--- config.mk ---
export PLATFORM = sky130hd
export DESIGN_NAME = pkt_rx_framer
export DESIGN_NICKNAME = d
export VERILOG_FILES = /design/src/rtl/pkt_rx_pkg.sv /design/src/rtl/pkt_rx_framer.sv
export SDC_FILE = /design/constraint.sdc
export NUM_CORES = 1
export LEC_CHECK = 0
export CORE_MARGIN = 2
export CORE_UTILIZATION = 41
export CTS_BUF_LIST = sky130_fd_sc_hd__clkbuf_4 sky130_fd_sc_hd__clkbuf_8
export DETAILED_ROUTE_END_ITERATION = 8
export PLACE_DENSITY = 0.8
export SETUP_SLACK_MARGIN = 0.05
export SLEW_MARGIN = 40
export SYNTH_ARGS = -nofsm -noshare
export SYNTH_HDL_FRONTEND = slang
export SYNTH_SLANG_ARGS = --single-unit
--- constraint.sdc ---
create_clock -name clk -period 2.2 [get_ports clk]
set_input_delay 0.33 -clock clk [delete_from_list [all_inputs] [get_ports clk]]
set_output_delay 0.33 -clock clk [all_outputs]
set_load 0.01 [all_outputs]
--- src/rtl/pkt_rx_pkg.sv ---
// Shared types and constants for the packet receive framer.
package pkt_rx_pkg;

    typedef enum logic [2:0] {
        IDLE,
        PID,
        DATA,
        DONE,
        ERR
    } rx_state_t;

    localparam logic [7:0] SYNC_BYTE_DEF   = 8'h80;
    localparam int         MAX_PAYLOAD_DEF = 64;

    localparam logic [3:0] PID_DATA0 = 4'h3;
    localparam logic [3:0] PID_DATA1 = 4'hB;

    // A PID byte carries its nibble in [3:0] and the complement in [7:4].
    function automatic logic pid_ok(input logic [7:0] pid_byte);
        return pid_byte[7:4] == ~pid_byte[3:0];
    endfunction

endpackage

--- src/rtl/pkt_rx_framer.sv ---
// Receive-path framer: finds SYNC, validates the PID, forwards payload bytes
// and reports length or error. Payload is counted by an external flex_counter.
module pkt_rx_framer
    import pkt_rx_pkg::*;
#(
    parameter logic [7:0] SYNC_BYTE   = SYNC_BYTE_DEF,
    parameter int         MAX_PAYLOAD = MAX_PAYLOAD_DEF,
    parameter int         CNT_BITS    = 7
) (
    input  logic                clk,
    input  logic                rst,
    input  logic                byte_valid,
    input  logic [7:0]          byte_data,
    input  logic                eop,
    output logic                cnt_clear,
    output logic                cnt_enable,
    output logic [CNT_BITS-1:0] cnt_rollover_val,
    input  logic [CNT_BITS-1:0] cnt_count,
    input  logic                cnt_rollover,
    output logic                out_valid,
    output logic [7:0]          out_data,
    output logic [3:0]          pid_out,
    output logic                pkt_start,
    output logic                pkt_done,
    output logic [CNT_BITS-1:0] pkt_len,
    output logic                pkt_err
);

    rx_state_t state;
    // Set when the eop that ends the packet was already seen on entry to ERR.
    logic      err_exit;

    logic sync_hit;
    logic accept;
    logic overflow;

    assign sync_hit = (state == IDLE) && byte_valid && (byte_data == SYNC_BYTE);
    // A full counter (rollover flag up) means this byte would exceed the limit.
    assign accept   = (state == DATA) && byte_valid && !cnt_rollover;
    assign overflow = (state == DATA) && byte_valid && cnt_rollover;

    assign cnt_clear        = rst || sync_hit;
    assign cnt_enable       = accept && !rst;
    assign cnt_rollover_val = CNT_BITS'(MAX_PAYLOAD);

    // Framing FSM with registered pulse and data outputs.
    always_ff @(posedge clk) begin
        if (rst) begin
            state     <= IDLE;
            err_exit  <= 1'b0;
            out_valid <= 1'b0;
            out_data  <= '0;
            pid_out   <= '0;
            pkt_start <= 1'b0;
            pkt_done  <= 1'b0;
            pkt_len   <= '0;
            pkt_err   <= 1'b0;
        end else begin
            out_valid <= 1'b0;
            pkt_start <= 1'b0;
            pkt_done  <= 1'b0;
            pkt_err   <= 1'b0;
            case (state)
                IDLE: begin
                    if (sync_hit) begin
                        state <= PID;
                    end
                end
                PID: begin
                    if (eop) begin
                        state    <= ERR;
                        pkt_err  <= 1'b1;
                        err_exit <= 1'b1;
                    end else if (byte_valid) begin
                        if (pid_ok(byte_data)) begin
                            pid_out   <= byte_data[3:0];
                            pkt_start <= 1'b1;
                            state     <= DATA;
                        end else begin
                            state    <= ERR;
                            pkt_err  <= 1'b1;
                            err_exit <= 1'b0;
                        end
                    end
                end
                DATA: begin
                    if (accept) begin
                        out_valid <= 1'b1;
                        out_data  <= byte_data;
                    end
                    if (overflow) begin
                        state    <= ERR;
                        pkt_err  <= 1'b1;
                        err_exit <= eop;
                    end else if (eop) begin
                        // Length includes a byte accepted in this same cycle.
                        state    <= DONE;
                        pkt_done <= 1'b1;
                        pkt_len  <= cnt_count + CNT_BITS'(accept);
                    end
                end
                DONE: begin
                    state <= IDLE;
                end
                ERR: begin
                    if (eop || err_exit) begin
                        state    <= IDLE;
                        err_exit <= 1'b0;
                    end
                end
                default: begin
                    state <= IDLE;
                end
            endcase
        end
    end

endmodule

After elaboration in Yosys (flattened, before gate mapping). Index checks and enable logic that the tools add are counted.

Flip-flop bits (word level): 27. Input port bits: 20. Output and inout bits: 32. Word-level logic and storage cells: 69.

Add/sub/neg operators: 1. Equal/unequal tests: 11. Mux-type cells: 22. Bitwise gates (word level): 6. Reduce and logical (&&, ||, !) cells: 20.

Operators by type and width (count): 3-bit 2-to-1 mux (7); 1-bit 2-to-1 mux (12); 3-bit one-hot mux with 4 select lines (1); 3-bit inequality test, second input constant (3); 8-bit == test, second input constant (1); 4-bit AND reduction (2); 7-bit by 1-bit adder with 7-bit output (1); 1-bit logical AND (6); 2-bit inequality test, second input constant (3); 1-bit NOT (5); 5-bit AND reduction (1); 4-bit == test (1); 4-bit NOT (1); 4-bit OR reduction (1); 3-bit by 1-bit == test with 1-bit output, second input constant (1); 3-bit by 2-bit == test with 1-bit output, second input constant (1); 3-bit == test, second input constant (1); 3-bit logical NOT (1); 1-bit one-hot mux with 3 select lines (1); 3-bit AND reduction (1); 3-bit nonzero test (1); 3-bit OR reduction (1); 1-bit logical NOT (2); 1-bit logical OR (2); 3 further kinds (3).

Logic depth before layout (Yosys ltp). Gate-level depths: netlist (run 1).

Depth after elaboration: 6. Depth in mapped cells: 12. Gate-level depth less buffers: 10.

Worst setup path before layout (run 1). OpenSTA, ideal clock, no wires.

Path type: register to register. Start: reg state[2]. End: reg pkt_len[6]. Library setup time: 0.134 ns. Data arrival time: 1.923 ns. Data required time: 2.066 ns. Slack: 0.143 ns. Cell stages (with the launch flop): 13. Buffers on the path: 2. Period minus slack after synthesis: 2.057 ns. Cells stage by stage: dfxtp_1 -> buf_2 -> nand2b_4 -> nor2_1 -> nand3b_1 -> buf_2 -> inv_1 -> ha_1 -> ha_1 -> and3_1 -> nand3_1 -> xor2_1 -> a211oi_2.

Elaborated cells on any way between the ends: 7. Those cells by class: add/sub (1); eq/ne (1); bitwise (1); reduce/logical (4).

RTL lines: from (decl) (RTL line pkt_rx_framer.sv:29) `rx_state_t state;`; from (signal assigned) (RTL line pkt_rx_framer.sv:49) `state <= IDLE;`; from (signal assigned) (RTL line pkt_rx_framer.sv:66) `state <= PID;`; from (signal assigned) (RTL line pkt_rx_framer.sv:71) `state <= ERR;`; 3-bit by 2-bit == test with 1-bit output (RTL line pkt_rx_framer.sv:39) `assign accept = (state == DATA) && byte_valid && !cnt_rollover;`; 1-bit logical AND (2 in a row) (RTL line pkt_rx_framer.sv:39); via accept (RTL line pkt_rx_framer.sv:34) `logic accept;`; 7-bit by 1-bit adder with 7-bit output (RTL line pkt_rx_framer.sv:99) `pkt_len <= cnt_count + CNT_BITS'(accept);`; to (signal assigned) (RTL line pkt_rx_framer.sv:99); to (decl) (RTL line pkt_rx_framer.sv:25) `output logic [CNT_BITS-1:0] pkt_len,`.

The timed path passes the listed nets, and every way through them passes these cells. A chain may end at the register's enable or synchronous reset.

Worst setup path in the final report (run 1).
Start: in byte_data[5]. End: out cnt_clear.

Cells in the longest elaborated chain, start to end: 3.

RTL lines: from (decl) (RTL line pkt_rx_framer.sv:13) `input logic [7:0] byte_data,`; 8-bit == test (RTL line pkt_rx_framer.sv:37) `assign sync_hit = (state == IDLE) && byte_valid && (byte_data == SYNC_BYTE);`; 1-bit logical AND (RTL line pkt_rx_framer.sv:37); 1-bit logical OR (RTL line pkt_rx_framer.sv:42) `assign cnt_clear = rst || sync_hit;`; to (decl) (RTL line pkt_rx_framer.sv:15) `output logic cnt_clear,`.

No other way between the ends.

==> results_dict.tcl, run 1 <==
set metrics [dict create \
    outcome "finished, final reports clean" \
    cap_violations 0 \
    worst_ep_required_time_ps 1870 \
    dr.first_iter.drc_count 26 \
    dr_total_vias 1212 \
    power_per_cell_area_nw_per_um2 539 \
    num_rows 21 \
    clock_sink_count 27 \
    worstPathCellList "clkdlybuf4s50_1 > nor4_2 > nand4_1 > o21bai_1 > dlygate4sd2_1" \
    netlist_area_um2 1410 \
    finish.net_count 228 \
    globalRouteTotalUtil 0.167 \
    synth-edff-count 0 \
    synth_top_family_by_area "simple AND/OR/NAND/NOR gates" \
    place.port_buffers 44 \
    finalSetupViolCount 0 \
    synth.most_common_cell "dfxtp_1" \
    drive_above_1_share 0.215 \
    min_period_ps 1970 \
    synth-seq-cells 27 \
    setup.worst_path.end_class "output port" \
    gr-total-overflow 0 \
    gpl.final_weighted_congestion 0.841 \
    layout.filler_cells 307 \
    ctsHoldBuffers 0 \
    clock.fmax_ghz 0.506 \
    syn2layout_area_growth_pct 41.5 \
    synthesis.instances 149 \
    yosysWarningCount 0 \
    clock_insertion_delay_worst_skew_ps 320 \
    die_h_um 62.7 \
    synthXorXnorAreaFrac 0.0559 \
    detail-route-antenna-nets 0 \
    critical-path-max-stage-delay_ps 450 \
    drt_pass1_iterations 4 \
    cts_tree "done" \
    htree_levels 1 \
    type_of_the_worst_setup_path "in -> out" \
    antenna_found_initial 0 \
    cts_clk_pin_slew_worst_paths_ps 150 \
    cp.arrival_ps 1640 \
    post-route-cell-area_um2 2000 \
    synthDominantAreaCellType "dfxtp_1" \
    postSynth.topFlopCell "dfxtp_1" \
    rsz_0062_raised_after_global_routing "no" \
    synth_async_sr_flop_share 0 \
    post-route-period-util 0.898 \
    antenna_cells_inserted 0 \
    crit_path_buffers_inverters 2 \
    post_synth_top_area_share 0.383 \
    place_worst_setup_slack_ps -151 \
    maximum_number_of_pins_on_one_net_before_global_route_repair 17 \
    clock_path_buffers 2 \
    via_count_of_the_first_global_routing_pass 1229 \
    vdd.ir_drop.worst_mv 0.277 \
    drcViolationCount 0 \
    post_synth_top_cells "dfxtp_1, nor2_1, mux2i_1" \
    p_leak_nw 0.817 \
    synth_compound_area_frac 0.124 \
    synthSimpleGateAreaFrac 0.226 \
    synthesis.area_per_instance_um2 9.47 \
    route.detailed.wl_per_inst_um 12.8 \
    wire_length_of_the_first_global_routing_pass_um 5310 \
    crit_slowest_cell "clkdlybuf4s50_1" \
    worst_clock_skew_ps 1.59 \
    cp-start-kind "input port" \
    start_util 0.426 \
    post_dp_cell_area_um2 1940 \
    fin_ws_ps 225 \
    num_io_pins 52 \
    cts-root-buf "clkbuf_4" \
    hold_viol_final 0 \
    fp.coreArea_um2 3310 \
    min_path_type "reg -> reg" \
    synth_sequential_area_ratio 0.383 \
    fp.dieArea_um2 3930 \
    cts-buffers-inserted 3 \
    synth.mux.area_fraction 0.0993 \
    post-layout-total-power_mw 1.08 \
    vias_per_cell 4.83 \
    cp_max_fo 2 \
    total_half_perimeter_wirelength_after_legalization_and_detailed_placement_um 2510 \
    final_max_tran_viols 0 \
    wirelength_um 3220 \
    synthTopCellsByArea "dfxtp_1, mux2i_1, nor2_1" \
    synth.distinct_cells 42 \
    worst_case_register_to_register_setup_slack_ps 240 \
    synthAdderAreaFrac 0.0177 \
    fp.dieW_um 62.7 \
    cp_top_family "buffers and inverters" \
]
[cells by family after synthesis]
group | count (synthesis)
AND/OR/NAND/NOR | 56
flip-flops | 27
AO/OA/AOI/OAI | 21
buffers and inverters | 18
multiplexers | 14
XOR/XNOR | 9
adder cells (fa/ha/maj) | 2
other | 2
[placed cells by master (no fill, tap or decap), types with 2 or more instances in the layout]
cell type        instances
nor2_2                   6
a21oi_1                  2
ha_1                     2
xor2_1                   6
nand2_1                  6
o21bai_1                 2
conb_1                   7
nor2_1                  20
a31oi_1                  2
nor3b_1                  2
nor3_1                   3
and3_1                   2
clkdlybuf4s50_1         42
inv_1                    2
o221ai_1                 2
nand3_1                  3
mux2i_1                 14
a211oi_2                 4
clkbuf_4                 3
o21ai_0                  3
xnor2_1                  3
buf_4                   19
dfxtp_1                 26
nor3b_2                  3
[state kept, by name, indices dropped and copies added (netlist names)]
register   count
out_data       8
pkt_len        7
pid_out        4
state          3
err_exit       1
out_valid      1
pkt_done       1
pkt_err        1
pkt_start      1
[metrics by stage]
stage | instances | utilization | TNS, ps | hold WS (ps)
final | 251 | 0.603 | 0 | 513
after global routing | 251 | 0.603 | 0 | 547
after CTS | 250 | 0.598 | 0 | 517
after detailed placement | 245 | 0.585 | -151 | 488
after global placement | 245 | 0.585 | -141 | 478
after floorplan | 154 | - | 0 | 467
[timing repair]
action,CTS,global route
pin swaps,1,1
endpoints found under the setup margin,2,2
buffers inserted,1,1
gates resized for setup,2,4
[final cells by class]
class                           count  area (um^2)  share of cell area
Tap cell                           46         57.6              0.0288
Inverter                            2         7.51             0.00376
Clock buffer                        3         22.5              0.0113
Sequential cell                    27          542               0.271
Timing Repair Buffer               63          584               0.293
Multi-Input combinational cell    109          776               0.388
Clock inverter                      1         7.51             0.00376
[worst min-delay path, cell delays in order, from the launching register on]
cell,delay (ps)
dfxtp_1,360
mux2i_1,70
nor2_1,70
[power breakdown]
part           leakage (nW)  switching [mW]  internal [mW]  total, mW
clock network        0.0139           0.153         0.0694      0.223
logic                 0.585           0.173          0.153      0.327
registers             0.218          0.0134          0.513      0.526
[final timing paths]
check | endpoint | from | cells after the start
setup / recovery | cnt_clear | byte_data[5] | 5
hold / removal | out_data[7] | out_data[7] | 2
setup reg to reg | pkt_len[6] | state[2] | 11
hold reg to reg | out_data[7] | out_data[7] | 2
[layer usage]
layer	up-vias	part of all wire	track usage
met1	561	0.42	0.189
met2	37	0.53	0.325
met5	-	0	0
met3	2	0.043	0.0216
met4	0	0.0059	0.0417
li1	612	-	-
Power figures use the tool's default switching activity.
==> inputs of run 2 (changes only) <==
==> constraint.sdc (replaced) <==
create_clock -name clk -period 1.77 [get_ports clk]
set_input_delay 0.2655 -clock clk [delete_from_list [all_inputs] [get_ports clk]]
set_output_delay 0.2655 -clock clk [all_outputs]
set_load 0.01 [all_outputs]
==> results_dict.tcl, run 2 (synthesis gave the netlist of run 1 again) <==
set metrics [dict create \
    syn2layout_area_growth_pct 57.9 \
    dr_total_vias 1328 \
    cp_max_fo 2 \
    rsz_0062_raised_after_global_routing "yes" \
    num_io_pins 52 \
    critical-path-max-stage-delay_ps 350 \
    cts_clk_pin_slew_worst_paths_ps 160 \
    layout.cells.most_common_list "clkdlybuf4s50_1, buf_4, dfxtp_1, nor2_1, mux2i_1" \
    maximum_number_of_pins_on_one_net_before_global_route_repair 17 \
    fp.dieW_um 62.7 \
    die_h_um 62.7 \
    clock.fmax_ghz 0.543 \
    ctsHoldBuffers 0 \
    post-route-period-util 1.04 \
    cts_tree "done" \
    p_leak_nw 0.902 \
    power_per_cell_area_nw_per_um2 643 \
    cts-buffers-inserted 3 \
    post-layout-total-power_mw 1.43 \
    worst_case_register_to_register_setup_slack_ps -70 \
    clock_insertion_delay_worst_skew_ps 340 \
    worst_clock_skew_ps 2.88 \
    reg_top3 "out_data (8), pkt_len (7), pid_out (4)" \
    setup.worst_path.end_class "flip-flop" \
    total_half_perimeter_wirelength_after_legalization_and_detailed_placement_um 2790 \
    fp.coreArea_um2 3310 \
    gpl.final_weighted_congestion 0.920 \
    cts-root-buf "clkbuf_4" \
    route.detailed.wl_per_inst_um 14.6 \
    fin_ws_ps -70.8 \
    final_max_tran_viols 0 \
    drt_pass1_iterations 5 \
    worst_ep_required_time_ps 2050 \
    via_count_of_the_first_global_routing_pass 1358 \
    clock_path_buffers 2 \
    detail-route-antenna-nets 0 \
    outcome "finished with violations" \
    clock_sink_count 27 \
    tns_ps -144 \
    wirelength_um 3920 \
    antenna_found_initial 0 \
    htree_levels 1 \
    most_common_cell_after_layout_fill_and_taps_aside "clkdlybuf4s50_1" \
    cp-start-kind "flip-flop" \
    start_util 0.426 \
    largest_register_ff_count 8 \
    drive_above_1_share 0.338 \
    vdd.ir_drop.worst_mv 0.374 \
    r2r_start "state[2]" \
    layout.filler_cells 266 \
    vias_per_cell 4.96 \
    crit_slowest_cell "dfxtp_2" \
    cp.arrival_ps 2120 \
    cp-startpoint "state[2]" \
    violations "setup timing" \
    drcViolationCount 0 \
    hold_viol_final 0 \
    largest_register "out_data" \
    wire_length_of_the_first_global_routing_pass_um 6050 \
    min_period_ps 1840 \
    worst_path_most_repeated_cell "ha_4" \
    worst_r2r_path_depth 11 \
    critical_path.endpoint "pkt_len[6]" \
    finalSetupViolCount 3 \
    globalRouteTotalUtil 0.193 \
    place.port_buffers 44 \
    antenna_cells_inserted 0 \
    dr.first_iter.drc_count 32 \
    worstPathCellList "nand2b_4 > nor2_4 > nand3b_1 > buf_6 > inv_4 > ha_4 > ha_4 > and3_4 > nand3_2 > xor2_1 > a211oi_2" \
    cap_violations 0 \
    gr-total-overflow 0 \
    type_of_the_worst_setup_path "reg -> reg" \
    rr_endpoint "pkt_len[6]" \
    min_path_type "in -> reg" \
    finish.net_count 245 \
    fp.dieArea_um2 3930 \
    num_rows 21 \
]
-- run 2: what timing repair did --
item	4_1_cts	5_1_grt
endpoints found under the setup margin	6	11
setup buffers	7	4
cloned	0	0
pin swaps	12	7
resized for setup	15	12
-- run 2: how the worst min path moves through the flow --
stage	startpoint	endpoint	depth (start not counted)
2_1_floorplan	byte_data[0]	out_data[0]	2
4_1_cts	byte_data[6]	out_data[6]	4
3_3_place_gp	out_data[2]	out_data[2]	2
6_report	byte_data[5]	out_data[5]	4
5_1_grt	byte_data[5]	out_data[5]	4
3_5_place_dp	out_data[2]	out_data[2]	2
-- run 2: critical path, delay by kind of cell (launching register included) --
family	cells	cell delay, ps
fa+ha+maj	2	250
buf+inv	2	210
flops	1	350
simple gates	5	630
xor+xnor	1	150
compound gates	1	190
-- run 2: layout make-up --
class                           instances  area (um^2)  share of cell area
Clock buffer                            3         22.5              0.0101
Clock inverter                          1         7.51             0.00337
Inverter                                2         10.0             0.00449
Multi-Input combinational cell        109          868               0.390
Sequential cell                        27          543               0.244
Tap cell                               46         57.6              0.0258
Timing Repair Buffer                   80          719               0.323
-- run 2: stage by stage --
stage          hold slack [ps]  std cells   util  instance area (um^2)  worst slack (ps)
6_report                   393        268  0.673                  2230             -70.8
3_3_place_gp               480        255  0.624                  2070              -409
5_1_grt                    402        268  0.673                  2230              -120
4_1_cts                    424        266  0.650                  2150             -30.3
2_1_floorplan              409        154      -                  1480              -139
3_5_place_dp               489        255  0.624                  2070              -466
-- run 2: routing by layer --
metal,track usage,routed length (um),vias to the layer above
li1,-,-,643
met1,0.192,1500,614
met4,0.0833,109,0
met2,0.378,2030,58
met5,0,0,-
met3,0.0432,278,13
-- run 2: where the power goes --
part	internal [mW]	total (mW)	switching, mW	leakage [nW]
Clock	0.0867	0.296	0.210	0.0139
Sequential	0.641	0.665	0.0237	0.219
Combinational	0.226	0.472	0.246	0.670
